==> config.mk <==
export PLATFORM = sky130hd
export DESIGN_NAME = spw_fsm_info_capture
export DESIGN_NICKNAME = d
export VERILOG_FILES = /design/src/rtl/spw_fsm_info_pkg.sv /design/src/rtl/spw_state_filter.sv /design/src/rtl/spw_fsm_info_capture.sv
export SDC_FILE = /design/constraint.sdc
export NUM_CORES = 1
export LEC_CHECK = 0
export BUFFER_PORTS_ARGS = -buffer_cell sky130_fd_sc_hd__buf_2
export CAP_MARGIN = 40
export CELL_PAD_IN_SITES_DETAIL_PLACEMENT = 1
export CELL_PAD_IN_SITES_GLOBAL_PLACEMENT = 1
export CORE_MARGIN = 1.5
export CORE_UTILIZATION = 47
export CTS_BUF_LIST = sky130_fd_sc_hd__clkbuf_2
export CTS_CLUSTER_SIZE = 12
export DETAILED_ROUTE_END_ITERATION = 10
export PLACE_DENSITY = 0.89
export SLEW_MARGIN = 20
export SYNTH_ARGS = -nofsm -noshare
export SYNTH_HDL_FRONTEND = slang
export SYNTH_SLANG_ARGS = --single-unit
==> constraint.sdc <==
create_clock -name clk -period 5.4 [get_ports clk]
set_clock_uncertainty 0.1 [all_clocks]
set_input_delay 0.54 -clock clk [delete_from_list [all_inputs] [get_ports clk]]
set_output_delay 0.54 -clock clk [all_outputs]
set_load 0.01 [all_outputs]
==> src/rtl/spw_fsm_info_pkg.sv <==
// Shared definitions for the SpaceWire link FSM-info capture block:
// link state codes, fsm_info bit positions and the legality helper.
package spw_fsm_info_pkg;

  typedef enum logic [2:0] {
    ST_ERROR_RESET = 3'd0,
    ST_ERROR_WAIT  = 3'd1,
    ST_READY       = 3'd2,
    ST_STARTED     = 3'd3,
    ST_CONNECTING  = 3'd4,
    ST_RUN         = 3'd5,
    ST_ILLEGAL_6   = 3'd6,
    ST_ILLEGAL_7   = 3'd7
  } link_state_t;

  localparam int unsigned INFO_W            = 6;
  localparam int unsigned INFO_RUN_SEEN     = 3;
  localparam int unsigned INFO_LINK_DROPPED = 4;
  localparam int unsigned INFO_ERROR_SEEN   = 5;
  localparam int unsigned HIST_DEPTH        = 4;
  localparam int unsigned FILT_CNT_W        = 8;

  function automatic logic is_legal(input link_state_t s);
    return (s <= ST_RUN);
  endfunction

endpackage

==> src/rtl/spw_state_filter.sv <==
// Stability filter: a new link state is committed only after STABLE_CYCLES
// consecutive identical samples; stable illegal codes raise a one-shot pulse.
module spw_state_filter
  import spw_fsm_info_pkg::*;
#(
  parameter int unsigned STABLE_CYCLES = 4
) (
  input  logic        clk,
  input  logic        reset_n,
  input  link_state_t raw_state,
  output link_state_t filt_state,
  output logic        commit,
  output link_state_t commit_state,
  output logic        illegal_stable
);

  localparam logic [FILT_CNT_W-1:0] STABLE_LIM = FILT_CNT_W'(STABLE_CYCLES);

  link_state_t           cand;
  link_state_t           cand_next;
  logic [FILT_CNT_W-1:0] cnt;
  logic [FILT_CNT_W-1:0] cnt_next;
  logic                  changed;
  logic                  reach;

  // reach fires only on the sample that brings the count to the limit, so a
  // saturated candidate never re-triggers a commit or illegal pulse
  always_comb begin
    changed   = (raw_state != cand);
    cand_next = cand;
    cnt_next  = cnt;
    if (changed) begin
      cand_next = raw_state;
      cnt_next  = FILT_CNT_W'(1);
    end else if (cnt != STABLE_LIM) begin
      cnt_next = cnt + FILT_CNT_W'(1);
    end
    reach          = (cnt_next == STABLE_LIM) && (changed || (cnt != STABLE_LIM));
    commit         = reach && is_legal(cand_next) && (cand_next != filt_state);
    illegal_stable = reach && !is_legal(cand_next);
    commit_state   = cand_next;
  end

  always_ff @(posedge clk) begin
    if (!reset_n) begin
      cand       <= ST_ERROR_RESET;
      cnt        <= '0;
      filt_state <= ST_ERROR_RESET;
    end else begin
      cand <= cand_next;
      cnt  <= cnt_next;
      if (commit) begin
        filt_state <= cand_next;
      end
    end
  end

endmodule

==> src/rtl/spw_fsm_info_capture.sv <==
// Packs filtered SpaceWire link state and sticky status into the 6-bit FSM-info
// word. Optional committed-state history enabled by SPW_FSM_INFO_HIST_EN.
module spw_fsm_info_capture
  import spw_fsm_info_pkg::*;
#(
  parameter int unsigned STABLE_CYCLES = 4,
  parameter int unsigned CNT_W         = 8
) (
  input  logic             clk,
  input  logic             reset_n,
  input  logic [2:0]       link_state,
  input  logic             err_event,
  input  logic             clr_sticky,
  output logic [5:0]       fsm_info,
  output logic [CNT_W-1:0] trans_count,
`ifdef SPW_FSM_INFO_HIST_EN
  output logic [11:0]      hist_out,
`endif
  output logic             state_change
);

  link_state_t raw_q;
  logic        err_q;
  link_state_t filt_state;
  link_state_t commit_state;
  logic        commit;
  logic        illegal_stable;
  logic        run_seen;
  logic        link_dropped;
  logic        error_seen;
  logic        set_run;
  logic        set_drop;
  logic        set_err;

  spw_state_filter #(
    .STABLE_CYCLES (STABLE_CYCLES)
  ) u_filter (
    .clk            (clk),
    .reset_n        (reset_n),
    .raw_state      (raw_q),
    .filt_state     (filt_state),
    .commit         (commit),
    .commit_state   (commit_state),
    .illegal_stable (illegal_stable)
  );

  always_comb begin
    set_run  = commit && (commit_state == ST_RUN);
    set_drop = commit && (filt_state == ST_RUN);
    set_err  = err_q || illegal_stable;
  end

  // set terms are OR'd after the clear so a same-cycle set survives clr_sticky
  always_ff @(posedge clk) begin
    if (!reset_n) begin
      raw_q        <= ST_ERROR_RESET;
      err_q        <= 1'b0;
      run_seen     <= 1'b0;
      link_dropped <= 1'b0;
      error_seen   <= 1'b0;
      trans_count  <= '0;
      state_change <= 1'b0;
    end else begin
      raw_q        <= link_state_t'(link_state);
      err_q        <= err_event;
      state_change <= commit;
      run_seen     <= set_run  || (run_seen     && !clr_sticky);
      link_dropped <= set_drop || (link_dropped && !clr_sticky);
      error_seen   <= set_err  || (error_seen   && !clr_sticky);
      if (clr_sticky) begin
        trans_count <= commit ? CNT_W'(1) : '0;
      end else if (commit && (trans_count != '1)) begin
        trans_count <= trans_count + CNT_W'(1);
      end
    end
  end

  always_comb begin
    fsm_info                    = '0;
    fsm_info[2:0]               = filt_state;
    fsm_info[INFO_RUN_SEEN]     = run_seen;
    fsm_info[INFO_LINK_DROPPED] = link_dropped;
    fsm_info[INFO_ERROR_SEEN]   = error_seen;
  end

`ifdef SPW_FSM_INFO_HIST_EN
  logic [11:0] hist_q;

  always_ff @(posedge clk) begin
    if (!reset_n) begin
      hist_q <= '0;
    end else if (commit) begin
      hist_q <= {hist_q[8:0], commit_state};
    end
  end

  assign hist_out = hist_q;
`endif

endmodule

# Word level (Yosys, flattened, before mapping)
# Cells that the tools add are included.
[classes] n_mux=6 n_reduce_logical=18 n_shift=0 magnitude_cmp=1 n_bitwise=0 n_addsub=2 n_div=0 eq_ne=7 mul=0
[op_table] operator="8-bit 2-to-1 mux" count=4
[op_table] operator="8-bit by 1-bit adder with 8-bit output (second input constant)" count=2
[op_table] operator="1-bit logical AND" count=10
[op_table] operator="8-bit by 3-bit == test with 1-bit output (second input constant)" count=1
[op_table] operator="8-bit by 3-bit inequality test with 1-bit output (second input constant)" count=1
[op_table] operator="8-bit inequality test (second input constant)" count=1
[op_table] operator="3-bit == test (second input constant)" count=2
[op_table] operator="3-bit inequality test" count=2
[op_table] operator="1-bit logical OR" count=5
[op_table] operator="3-bit less-or-equal comparator (second input constant)" count=1
[op_table] operator="3-bit 2-to-1 mux" count=1
[op_table] operator="1-bit zero test" count=2
[op_table] operator="2-bit nonzero test" count=1
[op_table] operator="1-bit 2-to-1 mux" count=1
[word_totals] latch_bits=0 wordCells=44 output_inout_bits=15 reg_bits=30 romBits=0 n_memories=0 ramBits=0

# Depth between registers and ports, before layout
# Gate-level depths: netlist of run 1.
[logic_depth] depth_word=10 depth_mapped=8

# By module
# Synthesis of run 1 repeated with hierarchy kept, for this count alone.
[hier_totals] cells_unflattened=178 hier_area_um2=1510.2
[modules_own_cells] module="spw_state_filter" seq_area_each_um2=280.3 n_inst=1 cells_each=101 area_per_inst_um2=802.0
[modules_own_cells] module="spw_fsm_info_capture" seq_area_each_um2=320.3 n_inst=1 cells_each=77 area_per_inst_um2=708.2

# Worst setup path before layout of run 1
# OpenSTA, ideal clock, no wires.
[synth_timing] kind="reg-to-reg" from="register u_filter.cnt[0]" to="register trans_count[6]" t_required_ns=5.221 setup_ns=0.079 synth_period_minus_slack_ns=2.063 t_arrival_ns=1.884 stages_incl_launch_ff=9 slack_ns=3.337 cell_sequence="dfxtp_1 > ha_1 > and3_1 > o211a_1 > o211a_4 > and4_1 > buf_6 > nor4b_4 > a211oi_2"
[synth_between] elab_chain_len=9 elab_cells_between_ends=11 classes_between="add/sub: 1; eq/ne: 2; mux: 2; reduce/logical: 6"
[synth_lines] item="from (decl)" line="spw_state_filter.sv:21" rtl="logic [FILT_CNT_W-1:0] cnt;"
[synth_lines] item="from (signal assigned)" line="spw_state_filter.sv:51" rtl="cnt <= cnt_next;"
[synth_lines] item="8-bit by 1-bit adder with 8-bit output or 8-bit by 3-bit inequality test with 1-bit output (tied branches)" line="spw_state_filter.sv:36, spw_state_filter.sv:35, spw_state_filter.sv:38"
[synth_lines] item="8-bit 2-to-1 mux" line="spw_state_filter.sv:35" rtl="end else if (cnt != STABLE_LIM) begin"
[synth_lines] item="8-bit 2-to-1 mux" line="spw_state_filter.sv:32" rtl="if (changed) begin"
[synth_lines] item="8-bit by 3-bit == test with 1-bit output" line="spw_state_filter.sv:38" rtl="reach = (cnt_next == STABLE_LIM) && (changed || (cnt != STABLE_LIM));"
[synth_lines] item="1-bit logical AND *" line="spw_state_filter.sv:38"
[synth_lines] item="1-bit logical AND * (2 in a row)" line="spw_state_filter.sv:39" rtl="commit = reach && is_legal(cand_next) && (cand_next != filt_state);"
[synth_lines] item="1-bit logical AND *" line="spw_fsm_info_capture.sv:72" rtl="end else if (commit && (trans_count != '1)) begin"
[synth_lines] item="2-bit nonzero test (no line) *"
[synth_lines] item="to (signal assigned)" line="spw_fsm_info_capture.sv:71" rtl="trans_count <= commit ? CNT_W'(1) : '0;"
[synth_lines] item="to (signal assigned)" line="spw_fsm_info_capture.sv:73" rtl="trans_count <= trans_count + CNT_W'(1);"
[synth_lines] item="to (decl)" line="spw_fsm_info_capture.sv:15" rtl="output logic [CNT_W-1:0] trans_count,"
# Mark *: on every way between the ends. The rest lies on a longest branch, timed or not.
# A chain may end at the register's enable or synchronous reset.

# Worst setup path after layout of run 1
[layout_timing] from="register u_filter.cnt[0]" to="register trans_count[4]"
# Same word-level chain as after synthesis.

==> results of run 1 <==
[power breakdown]
part,leakage [uW],internal [uW],switching [uW]
Combinational,0.000359,10.3,14.5
Clock,0.0000304,31.9,74.6
Sequential,0.000244,226,4.13
[flip-flops by register name (all words and copies together), names as in the netlist]
signal               flops
err_q                    1
error_seen               1
link_dropped             1
raw_q                    3
run_seen                 1
state_change             1
trans_count              8
u_filter.cand            3
u_filter.cnt             8
u_filter.filt_state      3
[per-layer routing]
layer	global-route usage, %	part of all wire, %
met1	24.1	42
met2	39.0	54
met3	5.71	2.5
met4	10.1	0.95
met5	0	0
[synth_stat cells (3+ instances only)]
master / number / area, um^2
sky130_fd_sc_hd__o31ai_1: 3 / 22.5
sky130_fd_sc_hd__nor3_1: 4 / 20.0
sky130_fd_sc_hd__and2_1: 10 / 62.6
sky130_fd_sc_hd__xnor2_1: 4 / 35.0
sky130_fd_sc_hd__a21oi_1: 14 / 70.1
sky130_fd_sc_hd__nand2_1: 18 / 67.6
sky130_fd_sc_hd__dfxtp_1: 30 / 601
sky130_fd_sc_hd__inv_1: 6 / 22.5
sky130_fd_sc_hd__o21ai_0: 5 / 25.0
sky130_fd_sc_hd__nor2_1: 12 / 45.0
sky130_fd_sc_hd__ha_1: 3 / 37.5
sky130_fd_sc_hd__buf_4: 3 / 22.5
sky130_fd_sc_hd__nand3_1: 14 / 70.1
sky130_fd_sc_hd__xor2_1: 6 / 52.6
[final cells by class]
class	count	share of cell area, %
Multi-Input combinational cell	125	49.5
Sequential cell	30	37.5
Timing Repair Buffer	21	6.57
Tap cell	33	2.58
Clock buffer	6	1.88
Inverter	6	1.41
Clock inverter	2	0.547
[critical path: stages (launching register included)]
cell                      delay [ns]
sky130_fd_sc_hd__dfxtp_1        0.44
sky130_fd_sc_hd__inv_1          0.09
sky130_fd_sc_hd__ha_1           0.31
sky130_fd_sc_hd__nor3_1         0.16
sky130_fd_sc_hd__and3_1         0.25
sky130_fd_sc_hd__nand4_2        0.29
sky130_fd_sc_hd__or4_1          0.61
sky130_fd_sc_hd__a21oi_1        0.16
[metrics by stage]
stage / setup WS [ns] / util [%] / total power, uW / area [um^2]
after floorplan: 3.34 / - / 252 / 1460
after global placement: 3.09 / 52.0 / 258 / 1560
after detailed placement: 2.96 / 52.0 / 260 / 1560
after CTS: 2.93 / 53.3 / 366 / 1600
after global routing: 2.77 / 53.3 / 384 / 1600
final: 2.93 / 53.3 / 361 / 1600
[kinds of logic after synthesis]
logic type | after synthesis
flops | 30
fa+ha+maj | 3
compound gates | 31
buf+inv | 12
xor+xnor | 10
simple gates | 80
mux | 1
[final timing paths]
check	start	end	slack, ns	cells past startpoint
worst min register to register	run_seen$_SDFF_PN0_	run_seen$_SDFF_PN0_	0.35	2
worst min-delay path	link_state[1]	raw_q[1]$_SDFF_PN0_	0.29	2
worst max register to register	u_filter.cnt[0]$_SDFF_PN0_	trans_count[4]$_SDFFE_PN0P_	2.93	7
worst max-delay path	u_filter.cnt[0]$_SDFF_PN0_	trans_count[4]$_SDFFE_PN0P_	2.93	7
==> metrics, run 1 <==
summed negative setup slack over all endpoints=0 ns; count of state elements after synthesis=30; Clock Latency Late Sink=0.35 ns; highest fanout seen on the critical path=13; count of input and output buffers=21; fraction of synthesized cell area in xor and xnor cells=6.01%; drt initial violations=15; simple-gate share of the synthesized area=31.3%; average cell area after synthesis=8.73 um^2; total CTS buffers=5; critical path endpoint category=flip-flop; post-synthesis share of cell area spent on full adders, half adders and majority gates=2.58%; hold_ws=0.286 ns; H-tree depth=2; number of distinct library cell variants in the gate-level netlist after synthesis=43; synthesized instance count=167; final worst path period need=2.47 ns; path class of the lowest-slack min-delay path=in2reg; half-perimeter wire length after placement=2580 um; vertical die dimension=58.7 um; Total GRT Usage=21.8%; max capacitance violation total=0; count of synthesis-stage warnings from yosys=0; largest net degree at the start of global routing=16; final weighted congestion in routability-driven placement=0.835; multi-input combinational cell area=792 um^2; most common library cell in the layout ignoring fill and taps=sky130_fd_sc_hd__dfxtp_1; vias per cell=5.47; Sinks on Clock Net=30; total count of max-transition violations in the final report=0; RSZ-0062 raised after global routing=false; maximum root-to-sink buffer count=2; DRC Markers=0; number of nets in the layout=199; post-synthesis mux area share=0.687%; Die Span X=58.7 um; floorplan row count=20; CTS tree=done; fraction of final layout cells with drive strength greater than 1=20.0%; clock input transition at the sequential cells of the worst setup and hold paths=0.16 ns; highest-count cells in the layout ignoring fill and taps=sky130_fd_sc_hd__dfxtp_1 (30), sky130_fd_sc_hd__buf_2 (21), sky130_fd_sc_hd__nand2_1 (18); count of flip-flops with a built-in enable after synthesis=0; Routed WL=3250 um; Post-CTS Setup Inserts=0; fraction of the cycle the final worst path needs=45.8%; register area=601 um^2; buffer type at the clock tree root=sky130_fd_sc_hd__clkbuf_2; total overflow reported by the global router=0; area fraction in compound gates after synthesis=13.7%; Fin. Hold Viols=0; Final Non-Filler Cells=223; average wire per cell in the routed design=14.6 um; global-route wire length before repair=5600 um; area enclosed by the die boundary=0.00344 mm^2; WP data required=5.58 ns; Cells after DPL=215; top_reg_cell synth=sky130_fd_sc_hd__dfxtp_1; share of synthesized registers carrying an async set or reset=0%; Top Ports=22; worst-case vdd ir drop=0.160 mV; total of fill cells in the finished design=389; outcome=finished clean; CTS Hold Bufs=0; worst endpoint data arrival time=2.66 ns; residual antenna-violating net count after detailed routing=0; CP Class=reg2reg; PostCTS Resize Cnt=0; slew of the pin with the lowest slew margin=0.448 ns; tightest slew margin relative to the limit=69.9%; critical path startpoint category=flip-flop; largest family of logic cells by synthesized area=simple AND/OR/NAND/NOR gates; number of antenna violations at the first check in global routing=0; number of global-route vias before repair=1,273; synthesized cell area=0.00146 mm^2; initial core utilization=48.5%; number of antenna cells inserted=0; highest clock frequency the design can meet=404 MHz; leakage=0.000633 uW; count of endpoints failing setup in the final report=0; placeable core region=0.00300 mm^2; count of TritonRoute iterations in the first routing pass=4; via count=1,220; total power density per cell area=226 mW/mm^2; synthesis-to-layout area growth=9.79%; sequential share of the synthesized area=41.2%; post-synth net total=177
Note: power is estimated with default switching activity, not from simulation.
==> run 2: changes to the inputs <==
--- a/config.mk
+++ b/config.mk
@@ -5,16 +5,17 @@
 export SDC_FILE = /design/constraint.sdc
 export NUM_CORES = 1
 export LEC_CHECK = 0
+export ABC_AREA = 1
 export BUFFER_PORTS_ARGS = -buffer_cell sky130_fd_sc_hd__buf_2
 export CAP_MARGIN = 40
 export CELL_PAD_IN_SITES_DETAIL_PLACEMENT = 1
 export CELL_PAD_IN_SITES_GLOBAL_PLACEMENT = 1
 export CORE_MARGIN = 1.5
-export CORE_UTILIZATION = 47
+export CORE_UTILIZATION = 38
 export CTS_BUF_LIST = sky130_fd_sc_hd__clkbuf_2
 export CTS_CLUSTER_SIZE = 12
 export DETAILED_ROUTE_END_ITERATION = 10
-export PLACE_DENSITY = 0.89
+export PLACE_DENSITY = 0.81
 export SLEW_MARGIN = 20
 export SYNTH_ARGS = -nofsm -noshare
 export SYNTH_HDL_FRONTEND = slang
==> constraint.sdc (replaced) <==
create_clock -name clk -period 2.13 [get_ports clk]
set_clock_uncertainty 0.1 [all_clocks]
set_input_delay 0.213 -clock clk [delete_from_list [all_inputs] [get_ports clk]]
set_output_delay 0.213 -clock clk [all_outputs]
set_load 0.01 [all_outputs]
==> run 2 against run 1 <==
Against the previous run:
- combinational power increased to 5.0 times the previous value
- critical path type unchanged
- largest cell class unchanged
- sequential share of layout area decreased by 6.6 points
- synthesized cell count increased by 52%
- area after synthesis increased by 16%
- count of clock-buffer cells in the layout unchanged
- highest routed layer unchanged
- total power increased to 2.8 times the previous value
- first-iteration DRC count increased to 2.9 times the previous value
- wire length increased by 29%
- via count increased by 33%
==> metrics, run 2 <==
outcome=finished clean; Area after DPL=0.00183 mm^2; number of antenna cells inserted=0; CP Class=reg2reg; final worst path period need=1.98 ns; WP data required=2.36 ns; highest clock frequency the design can meet=506 MHz; count of flip-flops with a built-in enable after synthesis=0; worst-case vdd ir drop=0.395 mV; number of buffer and inverter stages on the critical path=1; Top Ports=22; tightest slew margin relative to the limit=70.1%; buffer type at the clock tree root=sky130_fd_sc_hd__clkbuf_2; count of endpoints failing setup in the final report=0; floorplan row count=24; total of fill cells in the finished design=593; path class of the lowest-slack min-delay path=in2reg; synthesis-to-layout area growth=16.0%; Fin. Hold Viols=0; Final Total Pwr=998 uW; drt initial violations=43; largest net degree at the start of global routing=17; via count=1,619; global-route wire length before repair=7340 um; summed negative setup slack over all endpoints=0 ns; initial core utilization=39.1%; count of synthesis-stage warnings from yosys=0; fraction of final layout cells with drive strength greater than 1=21.8%; count leader, synth=sky130_fd_sc_hd__nand2_1; total power density per cell area=508 mW/mm^2; H-tree depth=2; average cell area after synthesis=6.66 um^2; count of input and output buffers=21; final weighted congestion in routability-driven placement=0.813; synthesized instance count=254; Final Non-Filler Cells=336; max capacitance violation total=0; fraction of the cycle the final worst path needs=92.8%; number of distinct library cell variants in the gate-level netlist after synthesis=28; slew of the pin with the lowest slew margin=0.447 ns; average wire per cell in the routed design=12.5 um; count of state elements after synthesis=30; residual antenna-violating net count after detailed routing=0; Area contributors post-synth=sky130_fd_sc_hd__dfxtp_1 (35%), sky130_fd_sc_hd__nand2_1 (16%), sky130_fd_sc_hd__inv_1 (8.4%); total CTS buffers=5; number of global-route vias before repair=1,718; highest fanout seen on the critical path=8; most common library cell in the layout ignoring fill and taps=sky130_fd_sc_hd__nand2_1; leakage=0.00101 uW; RSZ-0062 raised after global routing=false; cell types with the highest counts after synthesis=sky130_fd_sc_hd__nand2_1 (71), sky130_fd_sc_hd__inv_1 (38), sky130_fd_sc_hd__nor2_1 (35); count of TritonRoute iterations in the first routing pass=4; share of synthesized registers carrying an async set or reset=0%; critical path endpoint category=flip-flop; Largest regs=trans_count: 8 flops, u_filter.cnt: 8 flops; total overflow reported by the global router=0; placeable core region=0.00432 mm^2; CTS tree=done; half-perimeter wire length after placement=3260 um; Clock Latency Late Sink=0.38 ns; Sinks on Clock Net=30; critical path startpoint category=flip-flop; highest-count cells in the layout ignoring fill and taps=sky130_fd_sc_hd__nand2_1 (70), sky130_fd_sc_hd__inv_1 (37), sky130_fd_sc_hd__nor2_1 (31); DRC Markers=0; number of nets in the layout=293; Cells after DPL=324; hold_ws=0.0833 ns; Max stage delay cell, worst path=sky130_fd_sc_hd__dfxtp_4; synthesized cell area=0.00169 mm^2; area enclosed by the die boundary=0.00486 mm^2; Total GRT Usage=18.9%; Die Span X=69.7 um; total count of max-transition violations in the final report=0; cell type with the largest total area after synthesis=sky130_fd_sc_hd__dfxtp_1; sequential share of the synthesized area=35.5%; register-to-register setup slack=0.15 ns; Final Instance Area=0.00196 mm^2; worst path cell trace=inv_2, ha_1, nand3_2, nor2_1, nor2_1, nand2_1, nand2_1, nor2_2, nand4_4, nand3_1, nand2_1, nor2_1; share of the synthesized area in the top cell type=35.5%; post-synth net total=264; Routed WL=4190 um; worst endpoint data arrival time=2.20 ns; vertical die dimension=69.7 um; clock input transition at the sequential cells of the worst setup and hold paths=0.15 ns; kind of cell with the highest combined delay on the critical path=simple AND/OR/NAND/NOR gates; top_reg_cell synth=sky130_fd_sc_hd__dfxtp_1; number of antenna violations at the first check in global routing=0; vias per cell=4.82; maximum single-stage delay on the critical path=0.39 ns; maximum root-to-sink buffer count=2
==> run 2: tightest hold or removal path, cell delays in order <==
cell and delay, ns:
sky130_fd_sc_hd__buf_2 0.20, sky130_fd_sc_hd__nand2_1 0.09, sky130_fd_sc_hd__inv_1 0.03
==> run 2: path summary, 6_finish.rpt <==
kind                                                 start                          end  cells past startpoint
worst max-delay path            u_filter.cnt[0]$_SDFF_PN0_  trans_count[4]$_SDFFE_PN0P_                     12
worst min-delay path                               reset_n          raw_q[1]$_SDFF_PN0_                      3
worst max register to register  u_filter.cnt[0]$_SDFF_PN0_  trans_count[4]$_SDFFE_PN0P_                     12
worst min register to register     link_dropped$_SDFF_PN0_      link_dropped$_SDFF_PN0_                      2
==> run 2: what timing repair did <==
item,CTS,global route
setup buffers,0,0
endpoints found under the setup margin,0,13
hold endpoints to repair,4,0
gates resized for setup,0,20
hold buffers,4,0
==> run 2: stage by stage <==
stage | worst slack, ns | utilization [%]
floorplan | 0.366 | -
detailed placement | 0.0484 | 42.3
global route | 0.00212 | 45.4
finish | 0.154 | 45.4
CTS | 0.0109 | 44.1
global placement | 0.0838 | 42.3
==> run 2: final cells by class <==
type                            instances  area (um^2)  area share, %
Inverter                               41          154           7.84
Timing Repair Buffer                   29          175           8.92
Clock inverter                          2         8.76          0.446
Tap cell                               52         65.1           3.31
Sequential cell                        30          607           30.9
Multi-Input combinational cell        176          923           47.0
Clock buffer                            6         30.0           1.53
==> run 2: logic make-up after synthesis <==
kind of cell,Yosys count,share of synthesized area [%]
AO/OA/AOI/OAI,23,7.32
XOR/XNOR,6,3.55
adder cells (fa/ha/maj),3,2.22
buffers and inverters,48,12.9
flip-flops,30,35.5
AND/OR/NAND/NOR,144,38.6
==> run 2: power breakdown <==
group | leakage, uW | total (uW) | internal (uW) | switching (uW)
registers | 0.000246 | 592 | 576 | 15.4
clock network | 0.0000304 | 284 | 80.6 | 203
logic | 0.000731 | 123 | 45.9 | 76.9
total | 0.00101 | 998 | 703 | 295
==> run 2: routing by layer <==
metal	share of wire [%]	track usage (%)
met4	1.7	7.48
met2	49	32.3
met5	0	0
met3	2.6	3.49
met1	47	23.4
==> run 3: changes to the inputs <==
--- a/config.mk
+++ b/config.mk
@@ -11,12 +11,14 @@
 export CELL_PAD_IN_SITES_DETAIL_PLACEMENT = 1
 export CELL_PAD_IN_SITES_GLOBAL_PLACEMENT = 1
 export CORE_MARGIN = 1.5
-export CORE_UTILIZATION = 38
+export CORE_UTILIZATION = 39
 export CTS_BUF_LIST = sky130_fd_sc_hd__clkbuf_2
 export CTS_CLUSTER_SIZE = 12
 export DETAILED_ROUTE_END_ITERATION = 10
 export PLACE_DENSITY = 0.81
+export SETUP_SLACK_MARGIN = 0.15
 export SLEW_MARGIN = 20
 export SYNTH_ARGS = -nofsm -noshare
 export SYNTH_HDL_FRONTEND = slang
+export SYNTH_HIERARCHICAL = 1
 export SYNTH_SLANG_ARGS = --single-unit
==> run 3 against run 2 <==
Against the previous run:
- the run now ends with negative setup slack left
- core utilization increased by 8.0 points
- register-to-register slack got worse by 0.35 ns
- clock power up 92%
- sequential cell count stayed put
- cell count is 2.7% higher
- synthesized cell count down 2.4%
- combinational power is 54% higher
- first-iteration DRC count rose by 67%
- largest cell class unchanged
==> metrics, run 3 <==
most common library cell in the layout ignoring fill and taps=sky130_fd_sc_hd__nand2_1; largest family of logic cells by synthesized area=simple AND/OR/NAND/NOR gates; post-synth net total=258; count of synthesis-stage warnings from yosys=6; number of antenna violations at the first check in global routing=0; critical path startpoint category=flip-flop; switching power summed over all nets=349 uW; count of TritonRoute iterations in the first routing pass=4; synthesized cell area=0.00174 mm^2; depth of the worst register-to-register path=14; average wire per cell in the routed design=16.6 um; critical path capture point=trans_count[3]$_SDFFE_PN0P_; CP Class=reg2reg; proportion of total power due to net switching=26.4%; reg2reg end=trans_count[3]$_SDFFE_PN0P_; H-tree depth=2; buffer type at the clock tree root=sky130_fd_sc_hd__clkbuf_2; fraction of the cycle the final worst path needs=109%; count of state elements after synthesis=30; via count=1,746; clock network fraction of design power=41.2%; worst setup path start=u_filter/cnt[1]$_SDFF_PN0_; residual antenna-violating net count after detailed routing=0; Worst R2R Start=u_filter/cnt[1]$_SDFF_PN0_; final worst path period need=2.32 ns; hold_ws=0.0984 ns; worst-case vdd ir drop=0.488 mV; synthesized instance count=248; tightest slew margin relative to the limit=76.4%; Area after DPL=0.00192 mm^2; leakage=0.00107 uW; share of synthesized registers carrying an async set or reset=0%; count leader, synth=sky130_fd_sc_hd__nand2_1; clock input transition at the sequential cells of the worst setup and hold paths=0.23 ns; max capacitance violation total=0; total overflow reported by the global router=0; top_reg_cell synth=sky130_fd_sc_hd__dfxtp_1; share of total power in combinational logic=14.4%; Top Ports=22; Area contributors post-synth=sky130_fd_sc_hd__dfxtp_1 (35%), sky130_fd_sc_hd__nand2_1 (11%), sky130_fd_sc_hd__inv_1 (8.0%); Final Instance Area=0.00231 mm^2; global-route wire length before repair=8420 um; vias per cell=5.06; internal power summed over all cells=975 uW; highest fanout seen on the critical path=6; share of the synthesized area in the top cell type=34.5%; total count of max-transition violations in the final report=0; number of nets in the layout=302; total power density per cell area=573 mW/mm^2; failing checks=negative setup slack; drt initial violations=72; sequential fraction of design power=44.4%; half-perimeter wire length after placement=3320 um; synthesis-to-layout area growth=32.9%; path class of the lowest-slack min-delay path=in2reg; number of antenna cells inserted=0; maximum root-to-sink buffer count=2; Largest regs=trans_count: 8 flops, u_filter/cnt: 8 flops; fraction of synthesized cell area in xor and xnor cells=3.45%; highest clock frequency the design can meet=430 MHz; RSZ-0062 raised after global routing=true; Clock Latency Late Sink=0.41 ns; final weighted congestion in routability-driven placement=0.781; post-synthesis mux area share=0%; CTS tree=done; cell type with the largest total area after synthesis=sky130_fd_sc_hd__dfxtp_1; outcome=finished, violations left; Die Span X=69.8 um; Routed WL=5710 um; register-to-register setup slack=-0.19 ns; vertical die dimension=69.8 um; min setup slack post-route=-0.193 ns; Sinks on Clock Net=30; placeable core region=0.00432 mm^2; number of global-route vias before repair=1,882; worst endpoint data arrival time=2.57 ns; number of distinct library cell variants in the gate-level netlist after synthesis=32; Cells after DPL=319; area fraction in compound gates after synthesis=7.27%; fraction of final layout cells with drive strength greater than 1=38.6%; Final Non-Filler Cells=345; area enclosed by the die boundary=0.00487 mm^2; critical path endpoint category=flip-flop; slew of the pin with the lowest slew margin=0.354 ns; Util after Layout=53.4%; highest-count cells in the layout ignoring fill and taps=sky130_fd_sc_hd__nand2_1 (47), sky130_fd_sc_hd__inv_1 (34), sky130_fd_sc_hd__nor2_1 (24), sky130_fd_sc_hd__dfxtp_1 (24), sky130_fd_sc_hd__buf_2 (21); count of endpoints failing setup in the final report=12; initial core utilization=40.2%; WP data required=2.37 ns; count of flip-flops with a built-in enable after synthesis=0; Fin. Hold Viols=0; simple-gate share of the synthesized area=39.3%; DRC Markers=0; Total GRT Usage=21.7%; sequential share of the synthesized area=34.5%; cell types with the highest counts after synthesis=sky130_fd_sc_hd__nand2_1 (52), sky130_fd_sc_hd__inv_1 (37), sky130_fd_sc_hd__dfxtp_1 (30); count of input and output buffers=21; post-synthesis share of cell area spent on full adders, half adders and majority gates=2.16%; average cell area after synthesis=7.01 um^2; floorplan row count=24; largest net degree at the start of global routing=17; total CTS buffers=5
## run 3: cell types whose count changed after synthesis, sizes merged, moves of 3 or more
| cell | previous run | this run |
|---|---|---|
| nand4 | 4 | 8 |
| nor2 | 40 | 35 |
| nand2 | 76 | 64 |
| o21ai | 10 | 7 |
| nand3 | 16 | 20 |
| inv | 39 | 42 |
## run 3: critical path: stages (launching register included)
cell,delay (ns)
sky130_fd_sc_hd__dfxtp_4,0.40
sky130_fd_sc_hd__inv_4,0.07
sky130_fd_sc_hd__ha_4,0.14
sky130_fd_sc_hd__nand3_4,0.07
sky130_fd_sc_hd__nor2_4,0.19
sky130_fd_sc_hd__xor2_2,0.19
sky130_fd_sc_hd__nand2_1,0.08
sky130_fd_sc_hd__a21oi_2,0.11
sky130_fd_sc_hd__nand4_1,0.19
sky130_fd_sc_hd__nor2_2,0.21
sky130_fd_sc_hd__buf_6,0.16
sky130_fd_sc_hd__buf_4,0.12
sky130_fd_sc_hd__nand3_1,0.09
sky130_fd_sc_hd__nand2_1,0.12
sky130_fd_sc_hd__a21oi_2,0.04
## run 3: worst min-delay path by stage
stage / to / cells past startpoint / from
CTS: trans_count[1]$_SDFFE_PN0P_ / 4 / clr_sticky
detailed placement: err_q$_SDFF_PN0_ / 3 / err_event
finish: trans_count[5]$_SDFFE_PN0P_ / 3 / reset_n
global placement: raw_q[0]$_SDFF_PN0_ / 3 / link_state[0]
global route: trans_count[5]$_SDFFE_PN0P_ / 3 / reset_n
floorplan: err_q$_SDFF_PN0_ / 2 / err_event
## run 3: per-stage QoR
| stage | TNS (ns) | power (uW) | setup WS, ns |
|---|---|---|---|
| global placement | -0.438 | 727 | -0.0669 |
| CTS | -0.00209 | 1280 | -0.00209 |
| floorplan | 0 | 689 | 0.161 |
| finish | -1.56 | 1320 | -0.193 |
| global route | -2.30 | 1370 | -0.260 |
| detailed placement | -1.53 | 731 | -0.186 |
## run 3: repair_timing
item / 4_1_cts / 5_1_grt
pin swaps: 10 / 12
hold buffers: 4 / 1
buffers inserted: 6 / 7
endpoints found under the setup margin: 12 / 12
resized for setup: 23 / 23
hold endpoints to repair: 4 / 1
## run 3: cells by family (layout without fill, tap and decap cells)
logic type	Yosys count	after routing
AO/OA/AOI/OAI	22	22
XOR/XNOR	6	6
adder cells (fa/ha/maj)	3	3
buffers and inverters	53	98
flip-flops	30	30
AND/OR/NAND/NOR	134	134
## run 3: routing by layer
metal | GRT usage (%) | vias up | part of all wire (%) | wire length, um
met5 | 0 | - | 0 | 0
met4 | 8.76 | 0 | 2.7 | 153
met3 | 4.65 | 13 | 2.2 | 125
met2 | 40.3 | 28 | 53 | 3030
met1 | 23.8 | 852 | 42 | 2400
li1 | - | 853 | - | -
## run 3: layout make-up
class | instances | area [um^2]
clock inverters | 3 | 63.8
well taps | 52 | 65.1
multi-input cells | 165 | 1040
flip-flops and latches | 30 | 613
clock buffers | 5 | 25.0
fillers | 564 | 2010
repair buffers | 47 | 337
inverters | 43 | 166
## run 3: power groups by stage
stage	clock [uW]	combinational (uW)	sequential [uW]
finish	546	190	588
global route	576	206	590
CTS	538	157	586
detailed placement	0	135	597
global placement	0	131	596
floorplan	0	90.0	599
